## src/rtl/pipe_ctrl_pkg.sv

```systemverilog
// Shared types and widths for the pipeline stall/flush/freeze controller.
package pipe_ctrl_pkg;

  typedef logic [1:0] state_t;

  localparam state_t RUN    = 2'd0;
  localparam state_t FLUSH  = 2'd1;
  localparam state_t FREEZE = 2'd2;

  localparam int FLUSH_W = 3;
  localparam int WAIT_W  = 8;
  localparam int PERF_W  = 16;

endpackage

```

## src/rtl/sat_counter.sv

```systemverilog
// Saturating up-counter with a synchronous clear that wins over increment.
module sat_counter #(
  parameter int W = 8
) (
  input  logic         clk,
  input  logic         reset,
  input  logic         clr,
  input  logic         inc,
  output logic [W-1:0] cnt
);

  always_ff @(posedge clk or posedge reset) begin
    if (reset) begin
      cnt <= '0;
    end else if (clr) begin
      cnt <= '0;
    end else if (inc && (cnt != {W{1'b1}})) begin
      cnt <= cnt + 1'b1;
    end
  end

endmodule

```

## src/rtl/pipeline_ctrl.sv

```systemverilog
// Stall/flush/freeze sequencer driving the 5-stage pipeline register enables.
// Define PIPE_CTRL_PERF_EN to build the STALL/FLUSH/FREEZE performance counters.
module pipeline_ctrl
  import pipe_ctrl_pkg::*;
#(
  parameter int FLUSH_DEPTH = 1,
  parameter int MEM_TIMEOUT = 255
) (
  input  logic              clk,
  input  logic              reset,
  input  logic              HAZ_NOP,
  input  logic              BR_TAKEN,
  input  logic              MEM_BUSY,
  input  logic              PERF_CLR,
  output logic              IF_LE,
  output logic              ID_LE,
  output logic              EX_LE,
  output logic              MEM_LE,
  output logic              ID_NOP,
  output logic              IFID_CLR,
  output logic              MEM_TO,
  output logic [PERF_W-1:0] STALL_CNT,
  output logic [PERF_W-1:0] FLUSH_CNT,
  output logic [PERF_W-1:0] FREEZE_CNT
);

  localparam logic [FLUSH_W-1:0] DEPTH    = FLUSH_W'(FLUSH_DEPTH);
  localparam logic [FLUSH_W-1:0] DEPTH_M1 = FLUSH_W'(FLUSH_DEPTH - 1);
  localparam logic [WAIT_W-1:0]  TO_M1    = WAIT_W'(MEM_TIMEOUT - 1);

  state_t               state_reg, state_next;
  logic [FLUSH_W-1:0]   flush_reg, flush_next;
  logic                 pend_reg, pend_next;
  logic [WAIT_W-1:0]    wait_cnt;

  always_comb begin
    state_next = state_reg;
    flush_next = flush_reg;
    pend_next  = pend_reg;
    IF_LE      = 1'b1;
    ID_LE      = 1'b1;
    EX_LE      = 1'b1;
    MEM_LE     = 1'b1;
    ID_NOP     = 1'b0;
    IFID_CLR   = 1'b0;

    if (MEM_BUSY) begin
      IF_LE      = 1'b0;
      ID_LE      = 1'b0;
      EX_LE      = 1'b0;
      MEM_LE     = 1'b0;
      state_next = FREEZE;
      if (BR_TAKEN) pend_next = 1'b1;
    end else if (BR_TAKEN) begin
      ID_NOP     = 1'b1;
      IFID_CLR   = 1'b1;
      flush_next = DEPTH_M1;
      state_next = (FLUSH_DEPTH > 1) ? FLUSH : RUN;
      pend_next  = 1'b0;
    end else if (state_reg == FLUSH) begin
      ID_NOP     = 1'b1;
      IFID_CLR   = 1'b1;
      flush_next = flush_reg - 1'b1;
      state_next = (flush_reg <= 1) ? RUN : FLUSH;
    end else begin
      // A branch deferred by a freeze starts its flush one cycle after release.
      if ((state_reg == FREEZE) && pend_reg) begin
        state_next = FLUSH;
        flush_next = DEPTH;
        pend_next  = 1'b0;
      end else begin
        state_next = RUN;
      end
      if (HAZ_NOP) begin
        IF_LE  = 1'b0;
        ID_LE  = 1'b0;
        ID_NOP = 1'b1;
      end
    end

    if (reset) begin
      IF_LE    = 1'b0;
      ID_LE    = 1'b0;
      EX_LE    = 1'b0;
      MEM_LE   = 1'b0;
      ID_NOP   = 1'b1;
      IFID_CLR = 1'b1;
    end
  end

  always_ff @(posedge clk or posedge reset) begin
    if (reset) begin
      state_reg <= RUN;
      flush_reg <= '0;
      pend_reg  <= 1'b0;
      MEM_TO    <= 1'b0;
    end else begin
      state_reg <= state_next;
      flush_reg <= flush_next;
      pend_reg  <= pend_next;
      if (MEM_BUSY && (wait_cnt >= TO_M1)) MEM_TO <= 1'b1;
    end
  end

  sat_counter #(.W(WAIT_W)) u_wait (
    .clk   (clk),
    .reset (reset),
    .clr   (~MEM_BUSY),
    .inc   (MEM_BUSY),
    .cnt   (wait_cnt)
  );

`ifdef PIPE_CTRL_PERF_EN
  logic              stall_ev;
  logic [2:0]        perf_inc;
  logic [PERF_W-1:0] perf_cnt [3];

  assign stall_ev    = HAZ_NOP && !MEM_BUSY && !BR_TAKEN && (state_reg != FLUSH);
  assign perf_inc[0] = stall_ev;
  assign perf_inc[1] = BR_TAKEN;
  assign perf_inc[2] = MEM_BUSY;

  for (genvar gi = 0; gi < 3; gi++) begin : g_perf
    sat_counter #(.W(PERF_W)) u_cnt (
      .clk   (clk),
      .reset (reset),
      .clr   (PERF_CLR),
      .inc   (perf_inc[gi]),
      .cnt   (perf_cnt[gi])
    );
  end

  assign STALL_CNT  = perf_cnt[0];
  assign FLUSH_CNT  = perf_cnt[1];
  assign FREEZE_CNT = perf_cnt[2];
`else
  logic unused_perf_clr;
  assign unused_perf_clr = PERF_CLR;
  assign STALL_CNT  = '0;
  assign FLUSH_CNT  = '0;
  assign FREEZE_CNT = '0;
`endif

endmodule

```

## config.mk

```make
export PLATFORM = sky130hd
export DESIGN_NAME = pipeline_ctrl
export DESIGN_NICKNAME = d
export VERILOG_FILES = /design/src/rtl/pipe_ctrl_pkg.sv /design/src/rtl/sat_counter.sv /design/src/rtl/pipeline_ctrl.sv
export SDC_FILE = /design/constraint.sdc
export NUM_CORES = 1
export LEC_CHECK = 0
export CAP_MARGIN = 20
export CORE_UTILIZATION = 35
export DETAILED_ROUTE_END_ITERATION = 7
export PLACE_DENSITY = 0.77
export SYNTH_ARGS = -nofsm -noshare
export SYNTH_HDL_FRONTEND = slang
export SYNTH_SLANG_ARGS = --single-unit
```

## constraint.sdc

```tcl
create_clock -name clk -period 1.28 [get_ports clk]
set_input_delay 0.192 -clock clk [delete_from_list [all_inputs] [get_ports clk]]
set_output_delay 0.192 -clock clk [all_outputs]
set_load 0.02 [all_outputs]
```

**Yosys cells after proc, flatten, opt, wreduce, memory -nomap -nowiden**

Index checks and enable logic that the tools add are counted.
Widths: inputs -> output; s select.

- Bits in registers: 15
- Latch bits: 0
- RAM bits: 0
- ROM bits: 0
- Output and inout bits: 55
- Memories kept: 0

- Add/sub/neg operators: 2
- Multipliers: 0
- Div/mod/pow operators: 0
- $lt $le $gt $ge: 2
- Equal/unequal tests: 6
- Shifts and indexed selects: 0
- Mux-type cells: 31
- Bitwise operators: 1
- Reduce and logical (&&, ||, !) cells: 7

Operators with widths:

| cell | number |
|---|---|
| $mux 1 | 25 |
| $mux 8 | 2 |
| $mux 3 | 3 |
| $add 8x1->8 const B | 1 |
| $ge 8x8->1 const B | 1 |
| $ne 8x8->1 const B | 1 |
| $ne 2x2->1 const B | 2 |
| $le 3x1->1 const B | 1 |
| $logic_and 1x1->1 | 3 |
| $reduce_and 3->1 | 1 |
| $reduce_bool 3->1 | 1 |
| $sub 3x1->3 const B | 1 |
| $eq 2x1->1 const B | 1 |
| $eq 2x2->1 const B | 1 |
| $mux 2 | 1 |
| $ne 2x1->1 const B | 1 |
| $reduce_and 2->1 | 1 |
| $reduce_bool 2->1 | 1 |
| $not 1->1 | 1 |

**Depth between registers and ports, before layout**

Gate-level depths: netlist (run 1).

- Word-level depth: 6
- Depth in mapped cells: 5

**Cells and area by module**

From an unflattened synthesis (run 1), not the netlist that was laid out.

- Cells, all modules: 145
- Area total of the unflattened synthesis: 1308.8 µm²

By module, submodules not included:

| module | instances | cells an instance | area an instance (µm²) | sequential area each (µm²) |
|---|---|---|---|---|
| pipeline_ctrl | 1 | 96 | 804.5 | 175.2 |
| sat_counter | 1 | 49 | 504.2 | 200.2 |

**Least setup slack after synthesis (run 1)**

OpenSTA, ideal clock, no wires.

- Kind: input port to output port
- Start: input port MEM_BUSY
- End: output port IF_LE
- Arrival: 1.553 ns
- Slack: -0.465 ns
- Stages: 4
- Buffers on the path: 2
- Path through: buf_6 -> nor2_1 -> a21boi_0 -> buf_4

- Longest elaborated chain between the ends: 2

Ends and longest elaborated chain:

| item | RTL line | text |
|---|---|---|
| start, declared | pipeline_ctrl.sv:13 | `input logic MEM_BUSY,` |
| $mux 1 (2 in a row) | n/a |  |
| end, declared | pipeline_ctrl.sv:15 | `output logic IF_LE,` |

Every way passes these cells.

**Final worst setup path (run 1)**

- Start: register state_reg[1]
- End: output port ID_LE

- Longest elaborated chain between the ends: 5

Ends and longest elaborated chain:

| item | RTL line | text |
|---|---|---|
| start, declared | pipeline_ctrl.sv:31 | `state_t state_reg, state_next;` |
| start signal, assigned | pipeline_ctrl.sv:98 | `state_reg <= state_next;` |
| $eq 2x1->1 | pipeline_ctrl.sv:60 | `end else if (state_reg == FLUSH) begin` |
| $mux 1 | pipeline_ctrl.sv:60 |  |
| $mux 1 | pipeline_ctrl.sv:54 | `end else if (BR_TAKEN) begin` |
| $mux 1 | pipeline_ctrl.sv:47 | `if (MEM_BUSY) begin` |
| $mux 1 | pipeline_ctrl.sv:81 | `if (reset) begin` |
| end, declared | pipeline_ctrl.sv:16 | `output logic ID_LE,` |

Every way passes these cells.

==> impl_results.html, run 1 <==
<table>
<tr><th>Metric</th><th>Value</th></tr>
<tr><th colspan="2">Place</th></tr>
<tr><td>Pre-CTS setup slack</td><td>-0.539 ns</td></tr>
<tr><td>Routability-driven placement congestion ratio</td><td>0.805</td></tr>
<tr><td>Number of placed instances with taps included</td><td>202</td></tr>
<tr><td>Area after detailed placement</td><td>1270 µm²</td></tr>
<tr><td>Count of buffers inserted at the top-level ports</td><td>11</td></tr>
<tr><td>HPWL after detailed placement</td><td>1500 µm</td></tr>
<tr><th colspan="2">GRT</th></tr>
<tr><td>Antenna violations before repair</td><td>0</td></tr>
<tr><td>Pin count of the biggest net entering global routing</td><td>16</td></tr>
<tr><td>Leftover overflow at the end of global routing</td><td>0</td></tr>
<tr><td>Global-route wire length before repair</td><td>3390 µm</td></tr>
<tr><td>Total routing usage reported by global routing</td><td>0.126</td></tr>
<tr><td>Via count of the first global-routing pass</td><td>795</td></tr>
<tr><th colspan="2">Detailed routing</th></tr>
<tr><td>Remaining number of nets flagged by the antenna check after routing</td><td>0</td></tr>
<tr><td>Final wirelength</td><td>2290 µm</td></tr>
<tr><td>Residual DRC</td><td>0</td></tr>
<tr><td>Count of vias placed by the detailed router</td><td>941</td></tr>
<tr><td>Number of search-and-repair iterations in the first detailed-routing pass</td><td>4</td></tr>
<tr><td>Number of vias per cell</td><td>4.50</td></tr>
<tr><td>Average wire per standard cell</td><td>10.9 µm</td></tr>
<tr><td>Number of DRC markers after the initial detailed-route iteration</td><td>28</td></tr>
<tr><th colspan="2">Clock network</th></tr>
<tr><td>Worst-Skew Late Latency</td><td>0.29 ns</td></tr>
<tr><td>TritonCTS clock tree</td><td>built</td></tr>
<tr><td>Number of clock sinks</td><td>15</td></tr>
<tr><td>CTS clk-pin slew, worst paths</td><td>0.10 ns</td></tr>
<tr><td>Maximum level of the CTS H-tree</td><td>1</td></tr>
<tr><td>Root buffer selected by CTS</td><td>clkbuf_4</td></tr>
<tr><td>Clock buffer count from CTS</td><td>3</td></tr>
<tr><td>Maximum count of clock buffers along a single path</td><td>2</td></tr>
<tr><td>Hold buffers post-CTS</td><td>0</td></tr>
<tr><th colspan="2">Logic synthesis</th></tr>
<tr><td>Average instance area after synthesis</td><td>8.71 µm²</td></tr>
<tr><td>Post-synthesis cell type count</td><td>33</td></tr>
<tr><td>Fraction of synthesis flops using an asynchronous set or reset pin</td><td>1.00</td></tr>
<tr><td>Flip-flop and latch count after synthesis</td><td>15</td></tr>
<tr><td>Top flip-flop cell by instance count after synthesis</td><td>dfrtp_1</td></tr>
<tr><td>Count of synthesis-stage warnings from yosys</td><td>0</td></tr>
<tr><td>Cell count after synthesis</td><td>139</td></tr>
<tr><td>Number of enable flip-flop cells after synthesis</td><td>0</td></tr>
<tr><td>Sequential area share after synthesis</td><td>0.310</td></tr>
<tr><td>Mapped Area</td><td>1210 µm²</td></tr>
<tr><th colspan="2">Worst setup path</th></tr>
<tr><td>Required time at the worst-slack endpoint</td><td>1.09 ns</td></tr>
<tr><td>Startpoint type of the worst setup path</td><td>flip-flop</td></tr>
<tr><td>Path depth of the worst reg2reg path</td><td>4</td></tr>
<tr><td>Arrival time reported for the critical path endpoint</td><td>1.29 ns</td></tr>
<tr><td>Worst reg2reg path startpoint</td><td>flush_reg[1]</td></tr>
<tr><td>Crit Path Max Fanout</td><td>3</td></tr>
<tr><td>Capturing point of the worst reg2reg path</td><td>flush_reg[1]</td></tr>
<tr><td>Crit path kind</td><td>flip-flop to output port</td></tr>
<tr><td>Reg2Reg Setup Slack</td><td>-0.07 ns</td></tr>
<tr><td>Kind of end point of the critical path</td><td>output port</td></tr>
<tr><th colspan="2">Run status</th></tr>
<tr><td>Violated checks</td><td>negative setup slack</td></tr>
<tr><td>Status</td><td>finished, violations left</td></tr>
<tr><th colspan="2">Power and ir drop</th></tr>
<tr><td>Net Sw Frac</td><td>0.371</td></tr>
<tr><td>Clk pwr share</td><td>0.247</td></tr>
<tr><td>Static leakage</td><td>0.664 nW</td></tr>
<tr><td>Logic pwr share</td><td>0.315</td></tr>
<tr><td>Cell internal power dissipation</td><td>0.739 mW</td></tr>
<tr><td>Sequential cell fraction of total power</td><td>0.438</td></tr>
<tr><td>VDD IR max</td><td>0.000538 V</td></tr>
<tr><td>Net switching power</td><td>0.435 mW</td></tr>
<tr><td>Power Total</td><td>1.17 mW</td></tr>
<tr><td>Power per unit of standard cell area</td><td>821 nW/µm²</td></tr>
<tr><th colspan="2">Floorplan</th></tr>
<tr><td>Die Y</td><td>60.8 µm</td></tr>
<tr><td>Cell row count</td><td>20</td></tr>
<tr><td>Die area</td><td>3700 µm²</td></tr>
<tr><td>X dimension of the die</td><td>60.8 µm</td></tr>
<tr><td>IO Pins</td><td>61</td></tr>
<tr><td>Placeable core region</td><td>3180 µm²</td></tr>
<tr><td>Starting density of the core</td><td>0.381</td></tr>
<tr><th colspan="2">Timing</th></tr>
<tr><td>Unrepaired setup endpoints after global routing</td><td>true</td></tr>
<tr><td>Final total negative setup slack</td><td>-0.820 ns</td></tr>
<tr><td>Clock Skews</td><td>0.00541 ns</td></tr>
<tr><td>Final Cycle Share</td><td>1.15</td></tr>
<tr><td>Maximum clock rate</td><td>676 MHz</td></tr>
<tr><td>Min Hold Slack</td><td>0.111 ns</td></tr>
<tr><td>Number of hold-slack violations in the final timing report</td><td>0</td></tr>
<tr><td>Minimum clock period</td><td>1.48 ns</td></tr>
<tr><td>Final slew viol count</td><td>0</td></tr>
<tr><td>Setup Viol. Count Final</td><td>6</td></tr>
<tr><td>Final Worst Setup Slack</td><td>-0.198 ns</td></tr>
<tr><th colspan="2">Flow run</th></tr>
<tr><td>Total of max-cap violations</td><td>0</td></tr>
<tr><th colspan="2">Min path</th></tr>
<tr><td>Type of the tightest min-delay check</td><td>input pin to asynchronous set/reset pin</td></tr>
<tr><th colspan="2">Layout</th></tr>
<tr><td>Count of non-filler cells in the finished layout</td><td>209</td></tr>
<tr><td>Flip-flop count of the largest register, all copies and words added</td><td>8</td></tr>
<tr><td>Finished layout cell area</td><td>1430 µm²</td></tr>
<tr><td>Area grow syn2layout</td><td>18.1%</td></tr>
<tr><td>Proportion of layout cells with a drive suffix above 1</td><td>0.303</td></tr>
<tr><td>NumNets Final</td><td>176</td></tr>
<tr><td>Diode insertion count for antenna repair</td><td>0</td></tr>
<tr><td>Util after Layout</td><td>0.450</td></tr>
</table>
-- what timing repair did --
item | in CTS | in global routing
pin swaps | 3 | 10
gates resized for setup | 35 | 25
setup endpoints to repair | 11 | 14
setup buffers | 4 | 2
-- area by class of cell --
type	instances	area [µm²]
clock buffers	3	22.5
clock inverters	1	5.00
fillers	335	1750
inverters	8	30.0
multi-input cells	110	694
flip-flops and latches	15	379
well taps	44	55.1
repair buffers	28	244
-- layer usage --
metal | wire [µm] | track usage | up-vias | part of all wire
met5 | 0 | 0 | - | 0
met4 | 37 | 0.0455 | 0 | 0.016
met3 | 137 | 0.0384 | 8 | 0.060
met2 | 1180 | 0.224 | 51 | 0.52
met1 | 933 | 0.143 | 441 | 0.41
li1 | - | - | 441 | -
-- synthesized netlist by cell type, types with 2 or more instances --
master / count / share of area
a211oi_1: 2 / 0.012
a21oi_1: 6 / 0.025
a31oi_1: 5 / 0.026
buf_4: 50 / 0.31
dfrtp_1: 15 / 0.31
ha_1: 4 / 0.041
inv_1: 8 / 0.025
nand2_1: 5 / 0.015
nand3_1: 2 / 0.0083
nand4_1: 2 / 0.010
nor2_1: 2 / 0.0062
nor3_1: 6 / 0.025
o21ai_0: 8 / 0.033
o21bai_1: 3 / 0.019
o22a_1: 2 / 0.014
o311a_1: 2 / 0.017
-- power groups by stage --
stage | clock network, mW | registers, mW | logic [mW]
global placement | 0 | 0.519 | 0.308
global route | 0.321 | 0.518 | 0.407
floorplan | 0 | 0.522 | 0.337
detailed placement | 0 | 0.520 | 0.311
finish | 0.290 | 0.514 | 0.370
CTS | 0.292 | 0.510 | 0.320
-- worst max-delay path by stage --
stage / from / endpoint / slack (ns) / cells past startpoint
after floorplan: state_reg[1] / IF_LE / -0.1 / 4
after global placement: MEM_BUSY / ID_NOP / -0.52 / 4
after detailed placement: MEM_BUSY / IFID_CLR / -0.54 / 4
after CTS: state_reg[1] / ID_LE / -0.19 / 4
after global routing: state_reg[1] / IF_LE / -0.26 / 4
final: state_reg[1] / ID_LE / -0.20 / 4
-- cell usage in the layout (no fill, tap or decap), types with 4 or more instances in the layout --
cell,netlist,final
conb_1,1,48
buf_6,1,5
nor3_1,6,5
buf_4,50,16
a21oi_1,6,4
inv_1,8,6
nand2_1,5,5
a31oi_1,5,4
dfrtp_1,15,12
o21ai_1,0,4
-- logic make-up (layout without fill, tap and decap cells) --
family	Yosys count	after routing	share of synthesized area
DFF	15	15	0.310
and+or+nand+nor	26	26	0.120
buffers and inverters	61	40	0.351
adders and majority gates	4	4	0.0413
other	1	48	0.00310
AOI/OAI and AO/OA	32	32	0.175
-- worst max-delay path, cell delays in order (launching register included) --
cell	delay, ns
dfrtp_1	0.39
and2b_2	0.25
nor2_2	0.05
a21boi_2	0.14
buf_4	0.16
Power figures use the tool's default switching activity.
==> inputs of run 2 (changes only) <==
HOLD_SLACK_MARGIN = 0.1   (was unset)
==> results of run 2 <==
The final DEF is identical to that of run 1; final timing and power are the same.
